$ cat src/rtl/serial_adder_subtractor.sv
// Bit-serial LSB-first adder/subtractor: one full-adder slice plus a carry flop,
// WIDTH clocks per operation, results held in output registers until the next completion.
module serial_adder_subtractor #(
  parameter int WIDTH = 4
) (
  input  logic             clk,
  input  logic             rst_n,
  input  logic             start,
  input  logic [WIDTH-1:0] A,
  input  logic [WIDTH-1:0] B,
  input  logic             mode,
  output logic             busy,
  output logic             done,
  output logic [WIDTH-1:0] sum,
  output logic             carry,
  output logic             overflow
);

  localparam logic [0:0] S_IDLE  = 1'b0;
  localparam logic [0:0] S_SHIFT = 1'b1;
  localparam int         CNT_W   = (WIDTH > 2) ? $clog2(WIDTH) : 1;

  logic [0:0]       r_state;
  logic [WIDTH-1:0] r_a;
  logic [WIDTH-1:0] r_b;
  logic [WIDTH-1:0] r_ws;
  logic             r_c;
  logic [CNT_W-1:0] r_cnt;
  logic [WIDTH-1:0] r_sum;
  logic             r_carry;
  logic             r_ovf;
  logic             r_done;

  logic             w_s;
  logic             w_cout;
  logic             w_last;
  logic [WIDTH-1:0] w_ws_next;

  assign w_s       = r_a[0] ^ r_b[0] ^ r_c;
  assign w_cout    = (r_a[0] & r_b[0]) | (r_c & (r_a[0] ^ r_b[0]));
  assign w_last    = (r_cnt == CNT_W'(WIDTH - 1));
  assign w_ws_next = {w_s, r_ws[WIDTH-1:1]};

  always_ff @(posedge clk or negedge rst_n) begin
    if (!rst_n) begin
      r_state <= S_IDLE;
      r_a     <= '0;
      r_b     <= '0;
      r_ws    <= '0;
      r_c     <= 1'b0;
      r_cnt   <= '0;
      r_sum   <= '0;
      r_carry <= 1'b0;
      r_ovf   <= 1'b0;
      r_done  <= 1'b0;
    end else begin
      r_done <= 1'b0;
      case (r_state)
        S_IDLE: begin
          if (start) begin
            // Subtract is A + ~B + 1: invert B on load and seed the carry with mode
            r_a     <= A;
            r_b     <= B ^ {WIDTH{mode}};
            r_c     <= mode;
            r_cnt   <= '0;
            r_ws    <= '0;
            r_state <= S_SHIFT;
          end
        end
        S_SHIFT: begin
          r_c   <= w_cout;
          r_a   <= {1'b0, r_a[WIDTH-1:1]};
          r_b   <= {1'b0, r_b[WIDTH-1:1]};
          r_ws  <= w_ws_next;
          r_cnt <= r_cnt + 1'b1;
          if (w_last) begin
            // r_c here is the carry into the MSB, so overflow needs no extra flop
            r_sum   <= w_ws_next;
            r_carry <= w_cout;
            r_ovf   <= w_cout ^ r_c;
            r_done  <= 1'b1;
            r_state <= S_IDLE;
          end
        end
        default: r_state <= S_IDLE;
      endcase
    end
  end

  assign busy     = (r_state == S_SHIFT);
  assign done     = r_done;
  assign sum      = r_sum;
  assign carry    = r_carry;
  assign overflow = r_ovf;

endmodule

$ cat config.mk
export PLATFORM = sky130hd
export DESIGN_NAME = serial_adder_subtractor
export DESIGN_NICKNAME = d
export VERILOG_FILES = /design/src/rtl/serial_adder_subtractor.sv
export SDC_FILE = /design/constraint.sdc
export NUM_CORES = 1
export LEC_CHECK = 0
export CAP_MARGIN = 0
export CORE_MARGIN = 2
export CORE_UTILIZATION = 45
export CTS_BUF_LIST = sky130_fd_sc_hd__clkbuf_2 sky130_fd_sc_hd__clkbuf_4 sky130_fd_sc_hd__clkbuf_8
export DETAILED_ROUTE_END_ITERATION = 10
export PLACE_DENSITY = 0.77
export SKIP_LAST_GASP = 1
export SYNTH_ARGS = -nofsm -noshare
export SYNTH_HDL_FRONTEND = slang
export SYNTH_SLANG_ARGS = --single-unit
$ cat constraint.sdc
create_clock -name clk -period 1.56 [get_ports clk]
set_clock_uncertainty 0.15 [all_clocks]
set_input_delay 0.156 -clock clk [delete_from_list [all_inputs] [get_ports clk]]
set_output_delay 0.156 -clock clk [all_outputs]
set_load 0.05 [all_outputs]
Word level (Yosys, flattened, before mapping)
Index checks and enable logic that the tools add are counted.

$add $sub $neg: 1. Multiply operators: 0. Div/mod/pow operators: 0. Magnitude comparators: 0. Equality and inequality tests: 2. Shift-type cells: 0. Mux-type cells: 15. Bitwise gates (word level): 8. Reduce and logical (&&, ||, !) cells: 1.

Operator list (number): one-hot mux 4 bit (2 select lines) (3); 2-to-1 mux 4 bit (3); 2-to-1 mux 1 bit (5); one-hot mux 1 bit (2 select lines) (2); one-hot mux 2 bit (2 select lines) (1); bitwise XOR 4 bit (1); bitwise XOR 1 bit (3); adder 2 x 1 -> 2 bit (second input constant) (1); bitwise AND 1 bit (2); equality test 2 bit (second input constant) (1); 2-to-1 mux 2 bit (1); inequality test 2 bit (second input constant) (1); AND reduction 2 bit (1); NOT 1 bit (1); OR 1 bit (1).

Register bits after elaboration: 23. Latch bits: 0. Bits in writable memories: 0. Bits in read-only memories: 0. Input bits: 12. Output and inout port bits: 8. Logic and storage cells: 37. Memories: 0.

Depth between registers and ports, before layout
Gate-level depths: netlist of the first run.

Word-level depth: 4. Depth in mapped cells: 4. Gate-level depth less buffers: 3.

Worst setup path after synthesis of the first run
No wires, ideal clock.

Kind: flip-flop to flip-flop. Start: reg r_a[0]. End: reg r_ovf, in the netlist overflow. Setup time: 125 ps. Arrival: 1247 ps. Required time: 1285 ps. Setup slack: 38 ps. Stages on the path, launching flop included: 4. Path buffers: 0. Clock period less this slack: 1522 ps. Cells stage by stage: dfrtp_1 fa_1 xor2_1 mux2_2.

Longest elaborated chain between the ends: 4. Elaborated cells on any way between the ends: 5. Classes of those cells: 5 x bitwise.

Ends and longest elaborated chain: from (decl) (line 24) `logic [WIDTH-1:0] r_a;`; from (signal assigned) (line 72) `r_a <= {1'b0, r_a[WIDTH-1:1]};`; bitwise XOR 1 bit (line 40) `assign w_cout = (r_a[0] & r_b[0]) | (r_c & (r_a[0] ^ r_b[0]));`; bitwise AND 1 bit (line 40); OR 1 bit * (line 40); net w_cout (line 35) `logic w_cout;`; bitwise XOR 1 bit * (line 80) `r_ovf <= w_cout ^ r_c;`; to (signal assigned) (line 80); to (decl) (line 31) `logic r_ovf;`.

The timed path passes the listed nets; every way through them passes the cells marked *. A chain may end at the register's enable or synchronous reset.

Worst setup path in the final report of the first run
Start: reg r_c. End: reg r_ovf, in the netlist overflow.

Longest elaborated chain between the ends: 3.

Ends and longest elaborated chain: from (decl) (line 27) `logic r_c;`; from (signal assigned) (line 64) `r_c <= mode;`; from (signal assigned) (line 71) `r_c <= w_cout;`; bitwise AND 1 bit (line 40); OR 1 bit (line 40); net w_cout (line 35); bitwise XOR 1 bit (line 80).

The timed path passes the listed nets, and every way through them passes these cells.

==> summary.md, run 1 <==
| Metric | Value |
|---|---|
| WL final | 1.63 mm |
| Setup crit end kind | flip-flop |
| Power Density | 1900 nW/um2 |
| Synthesized netlist cell count | 77 |
| CTS tree | done |
| Comb power frac | 0.497 |
| Share of the synthesized area in the top cell type | 0.564 |
| Buf/Inv on CP | 0 |
| Clock Latency Late Sink | 300 ps |
| Cells taking the most area after synthesis | dfrtp_1 (56%), mux2_2 (6.9%), mux2i_1 (6.2%) |
| Cts bufs inserted | 3 |
| Multi-input logic area | 393 um2 |
| Sw power | 0.000949 W |
| Starting Density | 0.488 |
| Clk root buf | clkbuf_4 |
| Worst R2R End | overflow |
| R2R Path Start | r_c |
| Worst-Margin Slew | 276 ps |
| Total GRT Usage | 0.149 |
| Seq/Total Area, Yosys | 0.564 |
| Area of the core | 2000 um2 |
| Final Slew Violations | 0 |
| H-tree levels | 1 |
| Req. time, crit path | 1610 ps |
| Synth warn | 0 |
| Final period util | 0.979 |
| CP Cell Sequence | fa_2 -> xor2_1 -> mux2_2 |
| CP max stage delay | 420 ps |
| R2R Setup Slk | 30 ps |
| Die Wd | 50.6 um |
| Rows | 16 |
| DRC | 0 |
| Synth Cell Area | 976 um2 |
| # setup viols final | 0 |
| Pre-antenna DRT Iters | 4 |
| # diodes | 0 |
| Crit path launch type | flip-flop |
| Clock transition at the registers of the reported paths | 120 ps |
| Syn Area/Cell | 12.7 um2 |
| Gpl congestion | 0.757 |
| Layout area overhead | 32.4% |
| Vias in the first global route | 681 |
| First-pass GRT wire length | 2.88 mm |
| Synthesized Nets | 91 |
| Die Y | 50.6 um |
| Sequential Power Share | 0.401 |
| Final setup TNS | 0 ps |
| Initial antenna violation count | 0 |
| Layout cells sized above 1 | 0.317 |
| Fmax | 655 MHz |
| Crit path time final | 1530 ps |
| Dpl hpwl | 1.24 mm |
| Via density | 4.94 |
| Reg2reg path depth | 3 |
| Hold_ws | 51.2 ps |
| Seq cells post-synth | 22 |
| Num Clock Sinks | 22 |
| Post-synth top area cell | dfrtp_1 |
| Clock power share | 0.103 |
| Largest net degree at the start of global routing | 23 |
| Clock Tree Buf Depth | 2 |
| Worst path slowest cell | dfrtp_1 |
| Port Buffers | 19 |
| Antenna Nets Post-Route | 0 |
| Status | finished clean |
| DRT iter0 DRCs | 6 |
| Routed length per placed instance | 12.5 um |
| Crit Path Category | reg -> reg |
| Worst min path class | in -> async |
| Cell family with most CP delay | flip-flops |
| Peak supply drop | 1090 uV |
| LEAKAGE | 0.624 nW |
| DR vias | 647 |
| Fin. Hold Viols | 0 |
| Internal Power | 0.00150 W |
| FF/Latch Area | 552 um2 |
| Most common cell after layout, fill and taps aside | dfrtp_1 |
| Max-cap violations | 0 |
| Grt total ovfl | 0 |
| Final layout net count | 120 |
| Most frequent cells in the layout | dfrtp_1 (21), buf_4 (13), clkdlybuf4s50_1 (11) |
| Crit-path max FO | 3 |
| Crit path DAT | 1570 ps |
| # fillers | 165 |
| Yosys cell types | 25 |
| Die area | 2560 um2 |
| Switching part of the total | 0.387 |
| Tot Pwr | 0.00245 W |
| Top-level I/O count | 20 |
| Slew HR | 0.816 |
-- what timing repair did --
item,in CTS,in global routing
setup buffers,0,2
hold buffers,0,0
setup endpoints to repair,1,2
pin swaps,0,1
gates resized for setup,1,1
-- per-layer routing --
metal / GRT usage / part of all wire / wire, um / vias to the layer above
met2: 0.250 / 0.52 / 852 / 13
li1: - / - / - / 318
met4: 0.0541 / 0.0061 / 10 / 0
met5: 0 / 0 / 0 / -
met1: 0.191 / 0.44 / 710 / 314
met3: 0.0268 / 0.036 / 58 / 2
-- cell type report --
type,instances,area share
flip-flops and latches,22,0.427
well taps,27,0.0261
inverters,1,0.00290
clock buffers,3,0.0174
multi-input cells,50,0.304
repair buffers,28,0.223
-- synthesized netlist by cell type, drive strengths merged --
| library cell | instances |
|---|---|
| ha | 1 |
| nand2b | 3 |
| fa | 1 |
| buf | 4 |
| nand2 | 7 |
| a221o | 2 |
| mux2 | 6 |
| nor2 | 3 |
| nor2b | 1 |
| inv | 1 |
| nor3b | 1 |
| dfrtp | 22 |
| a21oi | 1 |
| a211oi | 1 |
| xor2 | 4 |
| a22o | 2 |
| mux2i | 6 |
| xnor2 | 1 |
| a211o | 1 |
| and2 | 3 |
| o21ai | 6 |
-- flip-flops by register name (all words and copies together), names as in the netlist --
| signal | count |
|---|---|
| done | 1 |
| r_ws | 3 |
| r_c | 1 |
| overflow | 1 |
| r_cnt | 2 |
| busy | 1 |
| r_a | 4 |
| r_b | 4 |
| sum | 4 |
| carry | 1 |
-- logic make-up (layout without fill, tap and decap cells) --
logic type                 after synthesis  in the layout  synth area share
DFF                                     22             22             0.564
adders and majority gates                2              2            0.0333
AOI/OAI and AO/OA                       13             13            0.0910
xor gates and xnor gates                 5              5            0.0449
and+or+nand+nor                         18             18             0.100
muxes                                   12             12             0.131
buffers and inverters                    5             32            0.0359
-- power by group through the flow --
stage          Combinational, W  Clock (W)  Sequential (W)
4_1_cts                 0.00120   0.000259        0.000981
3_3_place_gp            0.00115          0        0.000983
2_1_floorplan          0.000486          0         0.00124
6_report                0.00122   0.000251        0.000982
3_5_place_dp            0.00119          0        0.000992
5_1_grt                 0.00131   0.000284         0.00101
-- how the worst max path moves through the flow --
stage | slack [ps] | from | cells after the start | end
floorplan | 40 | r_a[0] | 3 | overflow
global route | -1 | r_c | 3 | overflow
CTS | 10 | r_a[0] | 3 | overflow
finish | 30 | r_c | 3 | overflow
detailed placement | -40 | r_a[0] | 3 | overflow
global placement | 20 | r_a[0] | 3 | overflow
-- per-stage QoR --
stage                     instances  setup slack [ps]  instance area, um2   util
final                           131              32.1                1290  0.646
after CTS                       129              12.6                1280  0.638
after global routing            131             -1.03                1290  0.646
after global placement          126              24.2                1250  0.625
after detailed placement        126             -38.6                1250  0.625
after floorplan                  77              37.8                 976      -
(Power assumes the default switching activity.)
==> run 2, diff against run 1 <==
--- a/config.mk
+++ b/config.mk
@@ -10,7 +10,8 @@
 export CORE_UTILIZATION = 45
 export CTS_BUF_LIST = sky130_fd_sc_hd__clkbuf_2 sky130_fd_sc_hd__clkbuf_4 sky130_fd_sc_hd__clkbuf_8
 export DETAILED_ROUTE_END_ITERATION = 10
-export PLACE_DENSITY = 0.77
+export PLACE_DENSITY = 0.74
+export SETUP_SLACK_MARGIN = 0.4
 export SKIP_LAST_GASP = 1
 export SYNTH_ARGS = -nofsm -noshare
 export SYNTH_HDL_FRONTEND = slang
==> constraint.sdc (replaced) <==
create_clock -name clk -period 1.8 [get_ports clk]
set_clock_uncertainty 0.15 [all_clocks]
set_input_delay 0.18 -clock clk [delete_from_list [all_inputs] [get_ports clk]]
set_output_delay 0.18 -clock clk [all_outputs]
set_load 0.05 [all_outputs]
==> run 2 against run 1 <==
Effect of this change: sequential share of layout area rose by 0.070 points; critical path type unchanged; highest routed layer unchanged; critical path depth did not move; clock power rose by 50%.
==> summary.md, run 2 (synthesis results as in run 1) <==
| Metric | Value |
|---|---|
| Gpl congestion | 0.794 (+4.9%) |
| Buf/Inv on CP | 1 (+1) |
| DRC | 0 (unchanged) |
| Top-level I/O count | 20 (unchanged) |
| Die area | 2560 um2 (unchanged) |
| Design Area, Final | 1300 um2 (+0.29%) |
| Slew HR | 0.814 (-0.00209) |
| DR vias | 655 (+1.2%) |
| DRT iter0 DRCs | 5 (-1) |
| WL final | 1.72 mm (+5.3%) |
| Total GRT Usage | 0.146 (-0.00238) |
| Fmax | 680 MHz (+4.0%) |
| H-tree levels | 1 (unchanged) |
| CTS tree | done |
| Post-CTS Hold Buffers | 0 (unchanged) |
| Worst path slowest cell | dfrtp_1 |
| Req. time, crit path | 1860 ps (+250 ps) |
| CP max stage delay | 430 ps (about the same) |
| Crit path time final | 1470 ps (-58.3 ps) |
| Num Clock Sinks | 22 (unchanged) |
| Vias in the first global route | 631 (-7.3%) |
| Initial antenna violation count | 0 (unchanged) |
| LEAKAGE | 0.627 nW (+0.44%) |
| Worst min path class | in -> async |
| Setup crit end kind | flip-flop |
| Most frequent cells in the layout | dfrtp_1 (21), buf_4 (14), clkdlybuf4s50_1 (11) |
| Worst-Margin Slew | 279 ps (+3.14 ps) |
| Cts bufs inserted | 3 (unchanged) |
| Die Wd | 50.6 um (unchanged) |
| Clock Tree Buf Depth | 2 (unchanged) |
| Largest net degree at the start of global routing | 23 (unchanged) |
| Final Slew Violations | 0 (unchanged) |
| Clock transition at the registers of the reported paths | 130 ps (about the same) |
| Antenna Nets Post-Route | 0 (unchanged) |
| Area of the core | 2000 um2 (unchanged) |
| Layout cells sized above 1 | 0.333 (+0.0160) |
| Crit path launch type | flip-flop |
| R2R Path Start | r_b[0] |
| Power Density | 1700 nW/um2 (-10%) |
| Clock Latency Late Sink | 300 ps (about the same) |
| Crit-path max FO | 2 (-1) |
| Rows | 16 (unchanged) |
| Worst R2R End | carry |
| Final setup TNS | 0 ps (unchanged) |
| Peak supply drop | 797 uV (-27%) |
| RSZ-0062 raised after global routing | yes |
| Final layout net count | 120 (unchanged) |
| Port Buffers | 19 (unchanged) |
| Most common cell after layout, fill and taps aside | dfrtp_1 |
| Reg2reg path depth | 3 (unchanged) |
| Final period util | 0.816 (-0.163) |
| Fin. Hold Viols | 0 (unchanged) |
| Clk root buf | clkbuf_4 |
| Starting Density | 0.488 (unchanged) |
| Crit path DAT | 1530 ps (-40 ps) |
| # setup viols final | 0 (unchanged) |
| Cell family with most CP delay | flip-flops |
| Layout area overhead | 32.8% |
| R2R Setup Slk | 330 ps (+300 ps) |
| Grt total ovfl | 0 (unchanged) |
| # diodes | 0 (unchanged) |
| Via density | 4.96 (+0.47%) |
| First-pass GRT wire length | 2.79 mm (-2.9%) |
| Max-cap violations | 0 (unchanged) |
| CP Cell Sequence | fa_2 -> buf_4 -> mux2_2 |
| Routed length per placed instance | 13.0 um (+4.5%) |
| Crit Path Category | reg -> reg |
| Status | finished clean |
| Cell Area, Placed | 1190 um2 (-4.9%) |
| Die Y | 50.6 um (unchanged) |
| Pre-antenna DRT Iters | 4 (unchanged) |
==> run 2: changes by cell type in the layout (fill, tap and decap cells not counted), sizes merged <==
cell,delta
clkdlybuf4s15,+1
bufinv,+1
buf,-1
==> run 2: how the worst max path moves through the flow <==
stage	endpoint	slack, ps	cells after the start	from
floorplan	overflow	340	3	r_a[0]
global placement	r_b[0]	310	3	mode
detailed placement	r_b[0]	270	3	mode
CTS	overflow	320	3	r_b[0]
global route	overflow	300	3	r_b[0]
finish	carry	330	3	r_b[0]
==> run 2: repair_timing <==
item	in CTS	in global routing
pin swaps	3	0
gates cloned	0	0
setup buffers	2	4
resized for setup	5	1
endpoints found under the setup margin	10	7
==> run 2: area by class of cell <==
| class | instances | area [um2] |
|---|---|---|
| Inverter | 1 | 3.75 |
| Timing Repair Buffer | 28 | 251 |
| Clock buffer | 3 | 22.5 |
| Multi-Input combinational cell | 50 | 400 |
| Sequential cell | 22 | 554 |
| Clock inverter | 1 | 30.0 |
| Fill cell | 177 | 706 |
| Tap cell | 27 | 33.8 |
==> run 2: where the power goes <==
group | switching (W) | leakage (nW) | internal [W] | total, W
combinational | 0.000540 | 0.316 | 0.000455 | 0.000995
sequential | 0.000139 | 0.283 | 0.000699 | 0.000838
clock | 0.000151 | 0.0279 | 0.000225 | 0.000376
total | 0.000830 | 0.627 | 0.00138 | 0.00221
==> run 2: layer usage <==
| metal | GRT usage | share of wire |
|---|---|---|
| met3 | 0.0357 | 0.037 |
| met2 | 0.241 | 0.49 |
| met1 | 0.191 | 0.47 |
| met5 | 0 | 0 |
| met4 | 0.0405 | 0.0070 |
==> run 2: per-stage QoR <==
stage               utilization  total power (W)  hold slack [ps]  cells  setup WS (ps)
floorplan                     -          0.00150             -266     77            339
finish                    0.648          0.00221             53.3    132            330
CTS                       0.633          0.00217             67.2    128            320
detailed placement        0.594          0.00176              330    122            267
global placement          0.594          0.00173              319    122            308
global route              0.648          0.00234             70.4    132            299
